`src/rtl/agc_arith_if.sv`:
```
// Request/result bundle between the control-pulse decoder and agc_arith_unit.
interface agc_arith_if #(
  parameter int WIDTH = 16,
  parameter int CNTW  = 5
);
  logic             req;
  logic [2:0]       op;
  logic [WIDTH-1:0] din;
  logic [CNTW-1:0]  cnt;
  logic             busy;
  logic             done;
  logic [WIDTH-1:0] a;
  logic             ovf;
  logic             eac;

  modport master (
    output req, op, din, cnt,
    input  busy, done, a, ovf, eac
  );

  modport slave (
    input  req, op, din, cnt,
    output busy, done, a, ovf, eac
  );
endinterface

```
`src/rtl/agc_arith_unit.sv`:
```
// Ones'-complement A-register unit with its own micro-sequencer.
// AGC_EAC_EN: fold end-around carry into sums (else two's-complement wrap).
module agc_arith_unit #(
  parameter int WIDTH = 16,
  parameter int CNTW  = 5
) (
  input logic        CLOCK,
  input logic        rst_,
  input logic        gojam,
  agc_arith_if.slave bus
);

  typedef enum logic [2:0] {
    IDLE,
    XY,
    SUM,
    SHIFT,
    DONE
  } state_t;

  localparam logic [2:0] OP_LOAD = 3'd0;
  localparam logic [2:0] OP_ADD  = 3'd1;
  localparam logic [2:0] OP_SUB  = 3'd2;
  localparam logic [2:0] OP_INCR = 3'd3;
  localparam logic [2:0] OP_CYR  = 3'd4;
  localparam logic [2:0] OP_CYL  = 3'd5;
  localparam logic [2:0] OP_NOP  = 3'd7;

  state_t           state_q;
  state_t           state_d;
  logic [2:0]       op_q;
  logic [WIDTH-1:0] din_q;
  logic [WIDTH-1:0] x_q;
  logic [WIDTH-1:0] y_q;
  logic [WIDTH-1:0] a_q;
  logic [CNTW-1:0]  ctr_q;
  logic             eac_q;

  logic [WIDTH:0]   raw;
  logic [WIDTH-1:0] sum;
  logic             go_xy;
  logic             go_shift;
  logic             go_done;

  always_comb begin
    raw = {1'b0, x_q} + {1'b0, y_q};
`ifdef AGC_EAC_EN
    sum = raw[WIDTH-1:0]
        + {{(WIDTH-1){1'b0}}, raw[WIDTH]};
`else
    sum = raw[WIDTH-1:0];
`endif
  end

  // Mutually exclusive dispatch of an accepted request
  assign go_xy    = ~bus.op[2];
  assign go_shift = bus.op[2] & (bus.op != OP_NOP)
                  & (bus.cnt != '0);
  assign go_done  = bus.op[2] & ((bus.op == OP_NOP)
                  | (bus.cnt == '0));

  always_ff @(posedge CLOCK or negedge rst_) begin
    if (!rst_) state_q <= IDLE;
    else       state_q <= state_d;
  end

  always_comb begin
    state_d = state_q;
    unique case (state_q)
      IDLE: begin
        if (bus.req) begin
          unique case (1'b1)
            go_xy:    state_d = XY;
            go_shift: state_d = SHIFT;
            go_done:  state_d = DONE;
            default:  state_d = IDLE;
          endcase
        end
      end
      XY:    state_d = SUM;
      SUM:   state_d = DONE;
      SHIFT: if (ctr_q == CNTW'(1)) state_d = DONE;
      DONE:  state_d = IDLE;
      default: state_d = IDLE;
    endcase
    if (gojam) state_d = IDLE;
  end

  always_ff @(posedge CLOCK or negedge rst_) begin
    if (!rst_) begin
      op_q  <= '0;
      din_q <= '0;
      x_q   <= '0;
      y_q   <= '0;
      a_q   <= '0;
      ctr_q <= '0;
      eac_q <= 1'b0;
    end else if (gojam) begin
      a_q   <= '0;
      eac_q <= 1'b0;
      ctr_q <= '0;
    end else begin
      unique case (state_q)
        IDLE: begin
          if (bus.req) begin
            op_q  <= bus.op;
            din_q <= bus.din;
            ctr_q <= bus.cnt;
          end
        end
        XY: begin
          case (op_q)
            OP_LOAD: begin
              x_q <= '0;
              y_q <= din_q;
            end
            OP_ADD: begin
              x_q <= a_q;
              y_q <= din_q;
            end
            OP_SUB: begin
              x_q <= a_q;
              y_q <= ~din_q;
            end
            OP_INCR: begin
              x_q <= a_q;
              y_q <= WIDTH'(1);
            end
            default: ;
          endcase
        end
        SUM: begin
          a_q <= sum;
          // LOAD goes through the adder but must not disturb eac
          if (op_q != OP_LOAD) eac_q <= raw[WIDTH];
        end
        SHIFT: begin
          case (op_q)
            OP_CYR:  a_q <= {a_q[0], a_q[WIDTH-1:1]};
            OP_CYL:  a_q <= {a_q[WIDTH-2:0], a_q[WIDTH-1]};
            default: a_q <= {a_q[WIDTH-1], a_q[WIDTH-1:1]};
          endcase
          ctr_q <= ctr_q - CNTW'(1);
        end
        default: ;
      endcase
    end
  end

  assign bus.busy = (state_q != IDLE);
  assign bus.done = (state_q == DONE);
  assign bus.a    = a_q;
  assign bus.ovf  = a_q[WIDTH-1] ^ a_q[WIDTH-2];
  assign bus.eac  = eac_q;

endmodule

```
`src/flat_wrapper.sv`:
```
// flat-port wrapper written by rule: the top's interface ports become plain ports
module agc_arith_unit_flat 
#(
  parameter int WIDTH = 16,
  parameter int CNTW  = 5
)
  (CLOCK, rst_, gojam, bus_req, bus_op, bus_din, bus_cnt, bus_busy, bus_done, bus_a, bus_ovf, bus_eac);
  agc_arith_if #(.WIDTH(WIDTH), .CNTW(CNTW)) bus_i ();
  input logic CLOCK;
  input logic rst_;
  input logic gojam;
  input wire logic [$bits(bus_i.req)-1:0] bus_req;
  input wire logic [$bits(bus_i.op)-1:0] bus_op;
  input wire logic [$bits(bus_i.din)-1:0] bus_din;
  input wire logic [$bits(bus_i.cnt)-1:0] bus_cnt;
  output wire logic [$bits(bus_i.busy)-1:0] bus_busy;
  output wire logic [$bits(bus_i.done)-1:0] bus_done;
  output wire logic [$bits(bus_i.a)-1:0] bus_a;
  output wire logic [$bits(bus_i.ovf)-1:0] bus_ovf;
  output wire logic [$bits(bus_i.eac)-1:0] bus_eac;
  assign bus_i.req = bus_req;
  assign bus_i.op = bus_op;
  assign bus_i.din = bus_din;
  assign bus_i.cnt = bus_cnt;
  assign bus_busy = bus_i.busy;
  assign bus_done = bus_i.done;
  assign bus_a = bus_i.a;
  assign bus_ovf = bus_i.ovf;
  assign bus_eac = bus_i.eac;
  agc_arith_unit #(.WIDTH(WIDTH), .CNTW(CNTW)) u_core (.CLOCK(CLOCK), .rst_(rst_), .gojam(gojam), .bus(bus_i));
endmodule
```
`config.mk`:
```
export PLATFORM = sky130hd
export DESIGN_NAME = agc_arith_unit_flat
export DESIGN_NICKNAME = d
export VERILOG_FILES = /design/src/rtl/agc_arith_if.sv /design/src/rtl/agc_arith_unit.sv /design/src/flat_wrapper.sv
export SDC_FILE = /design/constraint.sdc
export NUM_CORES = 1
export LEC_CHECK = 0
export CAP_MARGIN = 10
export CORE_MARGIN = 3
export CORE_UTILIZATION = 35
export CTS_BUF_LIST = sky130_fd_sc_hd__clkbuf_4 sky130_fd_sc_hd__clkbuf_8 sky130_fd_sc_hd__clkbuf_16
export CTS_CLUSTER_DIAMETER = 60
export DETAILED_ROUTE_END_ITERATION = 16
export GPL_TIMING_DRIVEN = 1
export PLACE_DENSITY_LB_ADDON = 0.05
export SLEW_MARGIN = 10
export SYNTH_ARGS = -nofsm -noshare
export SYNTH_HDL_FRONTEND = slang
export SYNTH_SLANG_ARGS = --single-unit
```
`constraint.sdc`:
```
create_clock -name CLOCK -period 4.35 [get_ports CLOCK]
set_input_delay 0.87 -clock CLOCK [delete_from_list [all_inputs] [get_ports CLOCK]]
set_output_delay 0.87 -clock CLOCK [all_outputs]
set_load 0.01 [all_outputs]
```
Yosys cells after proc, flatten, opt, wreduce, memory -nomap -nowiden:

Cells that the tools add are included.

* register bits after elaboration: 76
* bits of input ports: 28
* output and inout port bits: 20
* logic and storage cells: 71

* add/sub/neg operators: 2
* equality and inequality tests: 15
* mux-type cells: 16
* bitwise logic cells: 8
* reductions and logical operators: 21

Operators by type and width (number)
* $pmux W16 S2: 3
* $pmux W16 S3: 1
* $add A16 B16 Y17: 1
* $mux W16: 1
* $not A16 Y16: 1
* $reduce_bool A3 Y1: 5
* $eq A3 B2 Y1 const B: 4
* $eq A3 B3 Y1 const B: 4
* $pmux W3 S4: 1
* $mux W5: 2
* $pmux W5 S2: 1
* $mux W3: 3
* $pmux W3 S3: 1
* $reduce_and A3 Y1: 3
* $reduce_and A2 Y1: 4
* $eq A3 B1 Y1 const B: 2
* $logic_not A3 Y1: 2
* $ne A3 B3 Y1 const B: 2
* $reduce_bool A2 Y1: 3
* $eq A5 B1 Y1 const B: 1
* $logic_not A5 Y1: 1
* $reduce_bool A5 Y1: 1
* $sub A5 B1 Y5 const B: 1
* $ne A4 B2 Y1 const B: 1
* 8 further kinds: 13

Depth between registers and ports, before layout:

* word-level depth: 7
* depth in mapped cells: 9
* mapped depth without buffers: 9

Worst setup path after synthesis:

No wires, ideal clock.

* path kind: input to register
* from: in bus_cnt[2]
* to: reg u_core.state_q[0]
* arrival: 1963 ps
* path slack: 2260 ps
* stages on the path: 4
* path buffers: 0
* cell sequence: or4_1 o21ai_0 a21oi_1 or2_2

* word-level cells in the longest chain between the ends: 7
* elaborated cells between the ends (all ways): 9
* those cells by class: mux: 4; bitwise: 3; reduce/logical: 2

RTL lines
* start, declared: RTL line flat_wrapper.sv:15 `input wire logic [$bits(bus_i.cnt)-1:0] bus_cnt;`
* $logic_not A5 Y1: RTL line agc_arith_unit.sv:60 `| (bus.cnt == '0));`
* $or A1 B1 Y1: RTL line agc_arith_unit.sv:60
* $and A1 B1 Y1: RTL line agc_arith_unit.sv:59 `assign go_done = bus.op[2] & ((bus.op == OP_NOP)`
* $pmux W3 S3 (*): RTL line agc_arith_unit.sv:72 `unique case (1'b1)`
* $mux W3 (*): RTL line agc_arith_unit.sv:71 `if (bus.req) begin`
* $pmux W3 S4 (*): RTL line agc_arith_unit.sv:69 `unique case (state_q)`
* $mux W3 (*): RTL line agc_arith_unit.sv:86 `if (gojam) state_d = IDLE;`
* end signal, assigned: RTL line agc_arith_unit.sv:64 `else state_q <= state_d;`
* end, declared: RTL line agc_arith_unit.sv:29 `state_t state_q;`

Every way passes the cells marked *; elsewhere a longest branch is shown, timed or not. The select of a mux whose other input is x is not followed.
A chain may end at the register's enable or synchronous reset.

Worst setup path after layout:

* from: reg u_core.state_q[0]
* to: out bus_done

* word-level cells in the longest chain between the ends: 1

RTL lines
* $eq A3 B3 Y1: RTL line agc_arith_unit.sv:151 `assign bus.done = (state_q == DONE);`
* end, declared: RTL line flat_wrapper.sv:17 `output wire logic [$bits(bus_i.done)-1:0] bus_done;`

Every way passes these cells.

==> results.md <==
* Outcome: complete, no violations
* Clock sink count at 76
* Maxcap violations at 0
* Clock transition at path regs at 0.06 ns
* WL/cell at 16.0 microns
* Die outline width at around 120 microns
* DRT Pass-1 Iters at 4
* Ys async rst share at 1.00
* Mean Syn Cell Area at around 9.1 sq um
* Hold crit path type: reg -> reg
* Critical Path AT at 2.07 ns
* Critical Path End Type: output pin
* Clk_lat worst skew at 0.34 ns
* Number of enable flip-flop cells after synthesis at 0
* Global-route wire length before repair at 18.5 mm
* Comb pwr share at 0.287
* Pre-CTS setup slack at 1.06 ns
* Clock Path Buffers at 2
* Drt initial violations at 210
* GRT overflow at 0
* Pwr Density at 469 nW/um^2
* Final Max Slew Viols at 0
* Worst vdd ir at about 0.24 mV
* GP Congestion at 0.866
* Drt via density at 5.15
* Critical Path Max Stage Delay at 0.96 ns
* YS warnings at 0
* Slowest-stage cell, CP: dfrtp_1
* Vias at 3547
* Worst hold margin at 0.488 ns
* Slew @ Worst Pin at approximately 1.0 ns
* Fin crit period at between 2 and 3 ns
* Crit Path Category: reg -> out
* Worst Skew at about 0.0074 ns
* Fin. Hold Viols at 0
* Post-Route WL at 11.0 mm
* DP Area at roughly 5000 sq um
* Final period util at 0.676
* Internal at 1.64 mW
* Antenna violations before repair at 0
* Leakage power at approximately 2.3 nW
* Antenna-violating nets left at 0
* Yosys cell types at just under 60
* CTS Buf Count at 9
* Mapped Nets at 530
* Max-slew headroom at 0.333
* Root Buffer: clkbuf_16
* Setup violations, final at 0
* DPL Wire Length at approximately 7.7 mm
* Sequential fraction of the synthesis area at 0.434
* IO Pins at 48
* Power share of the clock group at 0.310
* Worst Setup Slack, final at about 1.4 ns
* FP Rows at 40
* Layout cells sized above 1 at 0.0960
* Vias in the first global route at approximately 3500
* Final TNS setup at 0 ns
* Synthesized cell area at 4380 sq um
* Worst-path fanout max at 29
* Design area at around 5200 sq um
* Unrepaired setup endpoints after global routing: false
* Htree depth at 3
* DIE AREA at about 14000 sq um
* Flops & latches, synth at 76
* Drt drc at 0
* Crit start category: register
* N_diodes at 0
* Port bufs at 47
* Main synth FF type: dfrtp_1
* Total Routing Usage GR at 0.165
* Post-CTS Hold Fix Bufs at 0
* # Post-CTS Setup Buffers at 0
* Sequential power share at 0.403
* Maximum operating frequency at 340 MHz
* Final nets at 565
* Area growth syn-to-layout at 19.7%
* Largest net degree at the start of global routing at 77
* Net Sw Power at 0.820 mW
* Sw Share at 0.333
* Post-Syn Instances at 483
* CTS resizes at 0
* Post-layout util at 0.433
* Worst endpoint required time at approximately 3.5 ns
* Crit path cell chain: nor2_1, and2_1, clkdlybuf4s50_1
* Die H at 118 microns
* CTS tree: built
* Initial Utilization at 0.362
* Core area at ~12000 sq um
## sequential cells by signal, summed over array words and instances, names as in the netlist
name and flops:
u_core.bus.a 16, u_core.bus.eac 1, u_core.ctr_q 5, u_core.din_q 16, u_core.op_q 3, u_core.state_q 3, u_core.x_q 16, u_core.y_q 16
## logic make-up (layout without fill, tap and decap cells)
family,count (synthesis),in the layout,synth area share
AND/OR/NAND/NOR,163,163,0.169
XOR/XNOR,14,14,0.0280
buffers and inverters,36,74,0.0385
flip-flops,76,76,0.434
AO/OA/AOI/OAI,139,139,0.186
multiplexers,36,36,0.0885
adder cells (fa/ha/maj),19,19,0.0560
## metal layers
| metal | share of wire | track usage | vias to the layer above |
|---|---|---|---|
| li1 | - | - | 1775 |
| met3 | 0.041 | 0.0312 | 13 |
| met1 | 0.50 | 0.233 | 1685 |
| met2 | 0.44 | 0.252 | 74 |
| met4 | 0.018 | 0.0623 | 0 |
| met5 | 0 | 0 | - |
## worst max-delay path: cells and delay by family (launching register included)
| family | cells | cell delay [ns] |
|---|---|---|
| DFF | 1 | 0.96 |
| buffers and inverters | 1 | 0.47 |
| and+or+nand+nor | 2 | 0.30 |
## synthesized netlist by cell type (3+ instances only)
master | n | area (sq um)
a211oi_1 | 5 | 37.5
a21oi_1 | 47 | 235
a2bb2oi_1 | 3 | 26.3
a311oi_1 | 3 | 26.3
buf_2 | 9 | 45.0
clkbuf_1 | 11 | 41.3
dfrtp_1 | 76 | 1900
ha_1 | 18 | 225
inv_1 | 10 | 37.5
mux2_2 | 22 | 248
mux2i_1 | 14 | 140
nand2_1 | 74 | 278
nand2b_1 | 5 | 31.3
nand3_1 | 7 | 35.0
nand3b_1 | 3 | 22.5
nor2_1 | 44 | 165
nor3_1 | 6 | 30.0
o21a_1 | 3 | 22.5
o21ai_0 | 50 | 250
o21bai_1 | 3 | 22.5
o221ai_1 | 3 | 26.3
o22ai_1 | 4 | 25.0
o31ai_1 | 4 | 30.0
xnor2_1 | 6 | 52.6
xor2_1 | 8 | 70.1
## area by class of cell
class	instances	area, sq um
Clock buffer	12	260
Clock inverter	2	35.0
Fill cell	1224	6870
Inverter	10	37.5
Multi-Input combinational cell	371	2310
Sequential cell	76	1900
Tap cell	168	210
Timing Repair Buffer	50	490
## placed cells by master, fill, tap and decap left out, drive strengths merged, types with 3 or more instances in the layout
cell,instances
a211oi,5
a21oi,47
a2bb2oi,3
a311oi,3
and3,3
buf,4
clkbuf,12
clkdlybuf4s50,46
dfrtp,76
ha,18
inv,10
mux2,22
mux2i,14
nand2,74
nand2b,5
nand3,8
nand3b,4
nor2,45
nor2b,3
nor3,6
o21a,3
o21ai,53
o21bai,3
o221ai,3
o22ai,4
o31ai,4
xnor2,6
xor2,8
## final timing paths
check | from | endpoint | slack [ns] | cells past startpoint
max | u_core.state_q[0] | bus_done | 1.41 | 3
min | u_core.x_q[13] | u_core.x_q[13] | 0.49 | 2
max reg2reg | u_core.state_q[0] | u_core.din_q[7] | 1.87 | 3
min reg2reg | u_core.x_q[13] | u_core.x_q[13] | 0.49 | 2
max in group asynchronous | rst_ | u_core.din_q[1] | 2.99 | 1
min in group asynchronous | rst_ | u_core.ctr_q[4] | 0.67 | 1
## power groups by stage
stage | Combinational (mW) | Clock (mW) | Sequential (mW)
after floorplan | 0.525 | 0 | 0.953
after global placement | 0.704 | 0 | 1.00
after detailed placement | 0.708 | 0 | 1.00
after CTS | 0.712 | 0.781 | 0.993
after global routing | 0.799 | 0.810 | 1.02
final | 0.706 | 0.762 | 0.993
## stage by stage
stage | std cells | total power, mW
2_1_floorplan | 483 | 1.48
3_3_place_gp | 675 | 1.71
3_5_place_dp | 675 | 1.71
4_1_cts | 689 | 2.49
5_1_grt | 689 | 2.63
6_report | 689 | 2.46
No activity file was read; power rests on OpenSTA's default activity.
